==> src/rtl/ccu_operation_sequencer_pkg.sv <==
// rtl/ccu_operation_sequencer_pkg.sv - shared types and constants for the CCU operation sequencer
//
// Purpose: FSM state encoding (FSM_STR is also decoded by the CCU register
//          file), status bit masks and the default counter width.
// Ports:   none (package).
package ccu_operation_sequencer_pkg;

  localparam int CCU_CNT_WIDTH = 32;

  typedef enum logic [2:0] {
    FSM_IDLE    = 3'd0,
    FSM_WAIT_LD = 3'd1,
    FSM_STR     = 3'd2,
    FSM_ISSUE   = 3'd3,
    FSM_RUN     = 3'd4,
    FSM_DONE    = 3'd5,
    FSM_ERROR   = 3'd6
  } fsm_state_e;

  // Bit positions inside the internal status vector.
  localparam logic [4:0] STATUS_IDLE_M   = 5'b00001;
  localparam logic [4:0] STATUS_BUSY_M   = 5'b00010;
  localparam logic [4:0] STATUS_ERROR_M  = 5'b00100;
  localparam logic [4:0] STATUS_LOCKED_M = 5'b01000;
  localparam logic [4:0] STATUS_VALID_M  = 5'b10000;

endpackage

==> src/rtl/ccu_sat_counter.sv <==
// rtl/ccu_sat_counter.sv - saturating counter with clear and load
//
// Purpose: counter that never wraps; clear beats load beats increment.
// Ports:
//   clk, rst        clock, synchronous active-high reset
//   clear           zero the count
//   inc             count up by one (holds at all-ones)
//   load, load_val  overwrite the count
//   count           current value
module ccu_sat_counter #(
  parameter int WIDTH = 32
) (
  input  logic             clk,
  input  logic             rst,
  input  logic             clear,
  input  logic             inc,
  input  logic             load,
  input  logic [WIDTH-1:0] load_val,
  output logic [WIDTH-1:0] count
);

  always_ff @(posedge clk) begin
    if (rst || clear) begin
      count <= '0;
    end else if (load) begin
      count <= load_val;
    end else if (inc && (count != '1)) begin
      count <= count + WIDTH'(1);
    end
  end

endmodule

==> src/rtl/ccu_operation_sequencer.sv <==
// rtl/ccu_operation_sequencer.sv - CCU control FSM sequencing KAN datapath iterations
//
// Purpose: polls PS control flags, runs btch_size datapath iterations, keeps
//          progress counters and (optionally) cycle timers, and writes
//          status/progress/done back through the register-file enables.
// Build option: CCU_TIMERS_EN enables iteration/operation timers; without it
//          the timer and latency outputs are tied to zero.
// Ports:
//   clk, rst                          clock, synchronous active-high reset
//   operation_start_rd, *_loaded_rd   PS start and buffer-loaded flags
//   btch_size_rd, rslt_size_rd        operation sizes (sampled in STR)
//   interrupt_soft/abort/error        PS interrupts (level)
//   iter_valid / iter_ready           datapath iteration handshake
//   rslt_beat, rslt_tlast, dp_error   datapath result progress and fault
//   rw_op_str_reg_en, operation_start_wr  start-flag clear
//   rw_op_dne_reg_en, operation_done_wr   done-flag write
//   wo_reg_en, wo_reg_rst             progress/timer register update / clear
//   operation_status_*_wr             status bits
//   operation_progress_*_wr, *_timer_wr, *_latency_wr  32-bit counters
module ccu_operation_sequencer
  import ccu_operation_sequencer_pkg::*;
#(
  parameter int CNT_WIDTH  = CCU_CNT_WIDTH,
  parameter int BTCH_WIDTH = 8
) (
  input  logic                  clk,
  input  logic                  rst,
  input  logic                  operation_start_rd,
  input  logic                  data_loaded_rd,
  input  logic                  grid_loaded_rd,
  input  logic                  scle_loaded_rd,
  input  logic                  wght_loaded_rd,
  input  logic [BTCH_WIDTH-1:0] btch_size_rd,
  input  logic [CNT_WIDTH-1:0]  rslt_size_rd,
  input  logic                  interrupt_soft,
  input  logic                  interrupt_abort,
  input  logic                  interrupt_error,
  output logic                  iter_valid,
  input  logic                  iter_ready,
  input  logic                  rslt_beat,
  input  logic                  rslt_tlast,
  input  logic                  dp_error,
  output logic                  rw_op_str_reg_en,
  output logic                  operation_start_wr,
  output logic                  rw_op_dne_reg_en,
  output logic                  operation_done_wr,
  output logic                  wo_reg_en,
  output logic                  wo_reg_rst,
  output logic                  operation_status_idle_wr,
  output logic                  operation_status_busy_wr,
  output logic                  operation_status_error_wr,
  output logic                  operation_status_locked_wr,
  output logic                  operation_status_valid_wr,
  output logic [CNT_WIDTH-1:0]  operation_progress_rslt_wr,
  output logic [CNT_WIDTH-1:0]  operation_progress_iter_wr,
  output logic [CNT_WIDTH-1:0]  iteration_timer_wr,
  output logic [CNT_WIDTH-1:0]  iteration_latency_wr,
  output logic [CNT_WIDTH-1:0]  operation_timer_wr,
  output logic [CNT_WIDTH-1:0]  operation_latency_wr
);

  fsm_state_e            state, next_state;
  logic [BTCH_WIDTH-1:0] btch_q;
  logic                  valid_q;
  logic [4:0]            status_flags;
  logic                  fault, all_loaded, last_iter;
  logic                  beat_take, tlast_take, done_take, valid_clr;

  // The iteration is framed by rslt_tlast from the datapath; the result size
  // is consumed by the datapath, not by the sequencer.
  logic unused_rslt_size;
  assign unused_rslt_size = ^rslt_size_rd;

  assign fault      = dp_error | interrupt_error;
  assign all_loaded = data_loaded_rd & grid_loaded_rd & scle_loaded_rd & wght_loaded_rd;
  // Decided on the tlast cycle, so compare the count it is about to become.
  assign last_iter  = (operation_progress_iter_wr + CNT_WIDTH'(1)) == CNT_WIDTH'(btch_q);

  always_ff @(posedge clk) begin
    if (rst) begin
      state <= FSM_IDLE;
    end else begin
      state <= next_state;
    end
  end

  always_comb begin
    next_state         = state;
    iter_valid         = 1'b0;
    rw_op_str_reg_en   = 1'b0;
    operation_start_wr = 1'b0;
    rw_op_dne_reg_en   = 1'b0;
    operation_done_wr  = 1'b0;
    wo_reg_en          = 1'b0;
    wo_reg_rst         = 1'b0;
    status_flags       = '0;
    beat_take          = 1'b0;
    tlast_take         = 1'b0;
    done_take          = 1'b0;
    valid_clr          = 1'b0;
    unique case (state)
      FSM_IDLE: begin
        status_flags = STATUS_IDLE_M;
        if (operation_start_rd) next_state = FSM_WAIT_LD;
      end
      FSM_WAIT_LD: begin
        status_flags = STATUS_BUSY_M;
        if (fault) begin
          next_state = FSM_ERROR;
        end else if (interrupt_abort) begin
          next_state = FSM_IDLE;
          valid_clr  = 1'b1;
        end else if (!operation_start_rd) begin
          next_state = FSM_IDLE;
        end else if (all_loaded) begin
          next_state = FSM_STR;
        end
      end
      FSM_STR: begin
        // Clear start flag, clear done flag, zero every counter.
        status_flags     = STATUS_BUSY_M | STATUS_LOCKED_M;
        wo_reg_rst       = 1'b1;
        rw_op_str_reg_en = 1'b1;
        rw_op_dne_reg_en = 1'b1;
        if (fault) begin
          next_state = FSM_ERROR;
        end else if (interrupt_abort) begin
          next_state = FSM_IDLE;
          valid_clr  = 1'b1;
        end else if (btch_size_rd == '0) begin
          next_state = FSM_DONE;
        end else begin
          next_state = FSM_ISSUE;
        end
      end
      FSM_ISSUE: begin
        status_flags = STATUS_BUSY_M | STATUS_LOCKED_M;
        iter_valid   = 1'b1;
        wo_reg_en    = 1'b1;
        if (fault) begin
          next_state = FSM_ERROR;
        end else if (interrupt_abort) begin
          next_state = FSM_IDLE;
          valid_clr  = 1'b1;
        end else if (iter_ready) begin
          next_state = FSM_RUN;
        end
      end
      FSM_RUN: begin
        status_flags = STATUS_BUSY_M | STATUS_LOCKED_M;
        wo_reg_en    = 1'b1;
        // Fault and abort both win over result progress in the same cycle.
        if (fault) begin
          next_state = FSM_ERROR;
        end else if (interrupt_abort) begin
          next_state = FSM_IDLE;
          valid_clr  = 1'b1;
        end else begin
          beat_take  = rslt_beat;
          tlast_take = rslt_tlast;
          if (rslt_tlast) next_state = last_iter ? FSM_DONE : FSM_ISSUE;
        end
      end
      FSM_DONE: begin
        status_flags = STATUS_BUSY_M | STATUS_LOCKED_M;
        wo_reg_en    = 1'b1;
        if (fault) begin
          next_state = FSM_ERROR;
        end else begin
          done_take         = 1'b1;
          rw_op_dne_reg_en  = 1'b1;
          operation_done_wr = 1'b1;
          next_state        = FSM_IDLE;
        end
      end
      FSM_ERROR: begin
        status_flags = STATUS_ERROR_M | STATUS_LOCKED_M;
        if (interrupt_soft) next_state = FSM_IDLE;
      end
      default: next_state = FSM_IDLE;
    endcase
  end

  always_ff @(posedge clk) begin
    if (rst) begin
      btch_q  <= '0;
      valid_q <= 1'b0;
    end else begin
      if (state == FSM_STR) btch_q <= btch_size_rd;
      if (wo_reg_rst || valid_clr) begin
        valid_q <= 1'b0;
      end else if (done_take) begin
        valid_q <= 1'b1;
      end
    end
  end

  assign operation_status_idle_wr   = |(status_flags & STATUS_IDLE_M);
  assign operation_status_busy_wr   = |(status_flags & STATUS_BUSY_M);
  assign operation_status_error_wr  = |(status_flags & STATUS_ERROR_M);
  assign operation_status_locked_wr = |(status_flags & STATUS_LOCKED_M);
  assign operation_status_valid_wr  = valid_q;

  ccu_sat_counter #(.WIDTH(CNT_WIDTH)) u_prog_rslt (
    .clk(clk), .rst(rst), .clear(wo_reg_rst), .inc(beat_take),
    .load(1'b0), .load_val('0), .count(operation_progress_rslt_wr)
  );

  ccu_sat_counter #(.WIDTH(CNT_WIDTH)) u_prog_iter (
    .clk(clk), .rst(rst), .clear(wo_reg_rst), .inc(tlast_take),
    .load(1'b0), .load_val('0), .count(operation_progress_iter_wr)
  );

`ifdef CCU_TIMERS_EN
  logic                 iter_tmr_clr, iter_tmr_inc, op_tmr_inc;
  logic [CNT_WIDTH-1:0] iter_lat_val, op_lat_val;

  // Iteration timer restarts on every entry into ISSUE and runs through RUN.
  assign iter_tmr_clr = wo_reg_rst | ((next_state == FSM_ISSUE) && (state != FSM_ISSUE));
  assign iter_tmr_inc = (state == FSM_ISSUE) || (state == FSM_RUN);
  assign op_tmr_inc   = (state == FSM_ISSUE) || (state == FSM_RUN) || (state == FSM_DONE);
  // Latency includes the closing cycle itself.
  assign iter_lat_val = (iteration_timer_wr == '1) ? iteration_timer_wr
                                                   : iteration_timer_wr + CNT_WIDTH'(1);
  assign op_lat_val   = (operation_timer_wr == '1) ? operation_timer_wr
                                                   : operation_timer_wr + CNT_WIDTH'(1);

  ccu_sat_counter #(.WIDTH(CNT_WIDTH)) u_iter_tmr (
    .clk(clk), .rst(rst), .clear(iter_tmr_clr), .inc(iter_tmr_inc),
    .load(1'b0), .load_val('0), .count(iteration_timer_wr)
  );

  ccu_sat_counter #(.WIDTH(CNT_WIDTH)) u_iter_lat (
    .clk(clk), .rst(rst), .clear(wo_reg_rst), .inc(1'b0),
    .load(tlast_take), .load_val(iter_lat_val), .count(iteration_latency_wr)
  );

  ccu_sat_counter #(.WIDTH(CNT_WIDTH)) u_op_tmr (
    .clk(clk), .rst(rst), .clear(wo_reg_rst), .inc(op_tmr_inc),
    .load(1'b0), .load_val('0), .count(operation_timer_wr)
  );

  ccu_sat_counter #(.WIDTH(CNT_WIDTH)) u_op_lat (
    .clk(clk), .rst(rst), .clear(wo_reg_rst), .inc(1'b0),
    .load(done_take), .load_val(op_lat_val), .count(operation_latency_wr)
  );
`else
  assign iteration_timer_wr   = '0;
  assign iteration_latency_wr = '0;
  assign operation_timer_wr   = '0;
  assign operation_latency_wr = '0;
`endif

endmodule
==> config.mk <==
export PLATFORM = sky130hd
export DESIGN_NAME = ccu_operation_sequencer
export DESIGN_NICKNAME = d
export VERILOG_FILES = /design/src/rtl/ccu_operation_sequencer_pkg.sv /design/src/rtl/ccu_sat_counter.sv /design/src/rtl/ccu_operation_sequencer.sv
export SDC_FILE = /design/constraint.sdc
export NUM_CORES = 1
export LEC_CHECK = 0
export BUFFER_PORTS_ARGS = -buffer_cell sky130_fd_sc_hd__buf_2
export CORE_MARGIN = 5
export CORE_UTILIZATION = 51
export DETAILED_ROUTE_END_ITERATION = 12
export MAX_ROUTING_LAYER = met4
export PLACE_DENSITY = 0.89
export SLEW_MARGIN = 5
export SYNTH_ARGS = -nofsm -noshare
export SYNTH_HDL_FRONTEND = slang
export SYNTH_SLANG_ARGS = --single-unit
==> constraint.sdc <==
create_clock -name clk -period 4.5 [get_ports clk]
set_input_delay 0.9 -clock clk [delete_from_list [all_inputs] [get_ports clk]]
set_output_delay 0.9 -clock clk [all_outputs]
set_load 0.01 [all_outputs]
==> out/summary.md <==
The max-capacitance violation count was 0. The register bit total from synthesis was 76. Measured along the y axis, the die boundary spans 113 um.

For the worst setup path, the data required time is 4.73 ns. The run gives 33.5% as the worst slew margin relative to its limit. The area added between synthesis and finish came out at 3.92%.

The total number of clock tree sinks is 76, and the number of violations reported at the end of detailed-routing iteration 0 is 317. The run gives 0 as the number of antenna violations at the first check in global routing. TritonCTS built the clock tree. The tools report the endpoint of the lowest-slack register-to-register path as state[1]. In the synthesized netlist, the cells that appear most often are sky130_fd_sc_hd__buf_4 (133), sky130_fd_sc_hd__nor2_1 (78), sky130_fd_sc_hd__dfxtp_1 (76). The floorplan step defined a die boundary enclosing 0.0129 mm2. Summed over all cells, the static leakage comes to 2.46 nW. The mean number of vias per cell came out at 5.17. Number of nets in the layout: 824. Setup repair after global routing left no endpoint under its margin. Buffers inserted during clock tree synthesis total 9. The die is 113 um wide. Total standard cell area after synthesis: 0.00546 mm2. Along the worst hold path, the cell count comes to 2. The run gives 0 as the number of buffers inserted by post-CTS setup repair. The run gives 0 as the final number of hold-violating endpoints. The footprint of the multi-input gates is 0.00326 mm2.

The synthesized design devotes to its leading area cell type 27.9% of total area. The share of final-layout standard cells stronger than drive strength 1 came out at 16.8%. The portion of the clock cycle consumed by the worst path in the final layout works out to 71.1%.

For the number of top-level pins, the log shows 258. The floorplan has 37 rows. Routability-driven placement finished with a final weighted congestion of 0.896. The number of gates resized after CTS was 0.

Setup slack on the worst reg-to-reg path comes out at 1.30 ns. Final period demand of the worst path: 3.20 ns. The core footprint came out at 0.0104 mm2. For hold timing, the worst endpoint is u_prog_rslt.count[31].

The number of antenna diodes in the final layout is 0. The number of filler instances in the final layout was 996. Detailed placement HPWL: 9150 um. In the final routed layout, each cell accounts on average for 13.6 um.

The tools report the post-layout instance count excluding filler cells as 906. After synthesis, the cell types taking the most area are sky130_fd_sc_hd__dfxtp_1 (28%), sky130_fd_sc_hd__buf_4 (18%), sky130_fd_sc_hd__nor2_1 (5.4%), sky130_fd_sc_hd__xor2_1 (5.3%), sky130_fd_sc_hd__xnor2_1 (5.1%). The path type of the worst setup path is register to register.

Deepest clock path buffer count: 2. Setup violations remaining at the end of the flow were counted as 0. The number of design rule violations left after detail routing is 0, and the average cell area after synthesis is 7.87 um2. Count of unique library cells instantiated by Yosys: 65. The post-route clock skew was 0.00822 ns. The class of the tightest hold or removal check was register to register.

The clock latency reported for the late side of the worst-skew pair is 0.35 ns. The tools report the largest net degree at the start of global routing as 52. Sequential cells were found to cover 27.9% of the synthesized design area. The launching element type of the critical path is a register.

The leading cell type by number of instances after synthesis was sky130_fd_sc_hd__buf_4. The root buffer cell was sky130_fd_sc_hd__clkbuf_8. The number of global-route vias before repair came out at 4058. The number of buffers inserted by port buffering was 96; the number of cell instances on the worst register-to-register path was 8. Gate count after technology mapping: 693. The worst-case IR drop observed on VDD is 159 uV.

The number of enable flip-flop cells after synthesis is 0, and the maximum operating frequency is 312 MHz. The startpoint identified for the worst hold timing path is u_prog_rslt.count[31]. Start of the worst register-to-register path: u_prog_iter.count[0].

After detailed placement, the design holds a cell count of 890. The total global-route track usage came out at 18.5%. Power comes to 1.54 mW. The proportion of synthesized flip-flops having asynchronous set or reset is 0%. Across all layers, the routed design uses 4682 vias.

Wires add up to 12300 um. The biggest area contributor in the post-synthesis netlist is sky130_fd_sc_hd__dfxtp_1. The detail route stage leaves a number of antenna-violating nets equal to 0.

The area taken by flip-flops and latches was 0.00152 mm2. Of all nets on the critical path, the largest fanout is 11. STA classifies the critical path endpoint as a register.

The number of max-slew violations in the final report was 0; the critical path arrival was 3.43 ns. Starting density of the core: 52.6%. The Yosys step of the flow raised 0 warnings.

The first global-routing pass estimated 19400 um of wire. Before antenna repair, the detailed router went through 4 iterations. For this run, the leading register cell type out of synthesis is sky130_fd_sc_hd__dfxtp_1. The logs give 3 for the count of H-tree levels built during CTS and 0 for the count of hold buffers inserted by post-cts repair. The start point of the critical path was u_prog_iter.count[0]. Global routing finished with a remaining overflow of 0. Setup total negative slack on the finished layout was measured at 0 ns.

At the pin with the least slew margin, the transition time is 0.997 ns. The clock-pin slew on the worst setup and hold paths works out to 0.08 ns. The ratio of total power to cell area came out at 271 mW/mm2. The run finished with clean final reports.
-- worst max path at each step --
stage,end,slack (ns)
2_1_floorplan,state[1],1.82
3_3_place_gp,state[1],1.36
4_1_cts,state[1],1.28
5_1_grt,state[1],1.11
6_report,state[1],1.30
3_5_place_dp,state[1],1.32
-- final cells by class --
| type | count | share of cell area, % |
|---|---|---|
| clock buffers | 10 | 2.25 |
| clock inverters | 6 | 1.15 |
| inverters | 5 | 0.331 |
| multi-input cells | 574 | 57.6 |
| flip-flops and latches | 76 | 26.8 |
| well taps | 136 | 3.00 |
| repair buffers | 99 | 8.87 |
-- registers in the layout (all words and copies together), names as in the netlist --
signal / flops
operation_status_valid_wr: 1
u_prog_rslt.count: 32
state: 3
btch_q: 8
u_prog_iter.count: 32
-- placed cells by master, fill, tap and decap left out, types with 3 or more instances in the layout --
cell type / count
sky130_fd_sc_hd__o31ai_1: 3
sky130_fd_sc_hd__or2_2: 3
sky130_fd_sc_hd__or3_1: 23
sky130_fd_sc_hd__a31oi_1: 3
sky130_fd_sc_hd__inv_1: 4
sky130_fd_sc_hd__xnor2_1: 32
sky130_fd_sc_hd__xor2_1: 33
sky130_fd_sc_hd__and4_1: 6
sky130_fd_sc_hd__and2_1: 3
sky130_fd_sc_hd__and3_1: 18
sky130_fd_sc_hd__o21ai_0: 22
sky130_fd_sc_hd__buf_2: 96
sky130_fd_sc_hd__dfxtp_1: 76
sky130_fd_sc_hd__nand4_1: 22
sky130_fd_sc_hd__nor4_1: 14
sky130_fd_sc_hd__a211oi_1: 3
sky130_fd_sc_hd__nand3_1: 34
sky130_fd_sc_hd__conb_1: 129
sky130_fd_sc_hd__or4_1: 3
sky130_fd_sc_hd__nand2_1: 36
sky130_fd_sc_hd__mux2i_1: 10
sky130_fd_sc_hd__nor3_1: 21
sky130_fd_sc_hd__ha_1: 5
sky130_fd_sc_hd__clkbuf_8: 9
sky130_fd_sc_hd__nand2b_1: 5
sky130_fd_sc_hd__buf_4: 3
sky130_fd_sc_hd__nor2_1: 78
sky130_fd_sc_hd__o211ai_1: 6
sky130_fd_sc_hd__a21oi_1: 23
-- metrics by stage --
stage                     area [um2]  setup WS [ns]  util (%)  hold slack [ns]
after floorplan                 5940           1.82         -            0.475
after global placement          5480           1.36      52.8            0.488
after detailed placement        5480           1.32      52.8            0.508
after CTS                       5670           1.28      54.7            0.518
after global routing            5670           1.11      54.7            0.563
final                           5670           1.30      54.7            0.521
-- cell families after synthesis --
| group | count (synthesis) | share of synthesized area [%] |
|---|---|---|
| DFF | 76 | 27.9 |
| AOI/OAI and AO/OA | 81 | 9.45 |
| other | 1 | 0.0687 |
| muxes | 10 | 1.83 |
| xor gates and xnor gates | 65 | 10.4 |
| adders and majority gates | 6 | 1.33 |
| buffers and inverters | 171 | 21.1 |
| and+or+nand+nor | 283 | 27.9 |
-- power breakdown --
group          internal (mW)  switching (mW)
combinational          0.102           0.191
clock                  0.257           0.268
sequential             0.688          0.0328
total                   1.05           0.491
-- critical path: stages (launching register included) --
cell and delay (ns):
sky130_fd_sc_hd__dfxtp_1 0.46, sky130_fd_sc_hd__ha_1 0.30, sky130_fd_sc_hd__nand3_1 0.25, sky130_fd_sc_hd__or3_1 0.54
sky130_fd_sc_hd__or3_1 0.46, sky130_fd_sc_hd__mux2i_1 0.14, sky130_fd_sc_hd__or4_1 0.54, sky130_fd_sc_hd__nor4_2 0.27
sky130_fd_sc_hd__o311ai_1 0.12
-- layer usage --
metal / up-vias / track usage, % / share of wire (%)
li1: 2294 / - / -
met1: 2171 / 23.5 / 41
met2: 207 / 30.3 / 49
met3: 10 / 4.46 / 8.9
met4: 0 / 3.85 / 0.78
met5: - / - / 0
(Power assumes the default switching activity.)
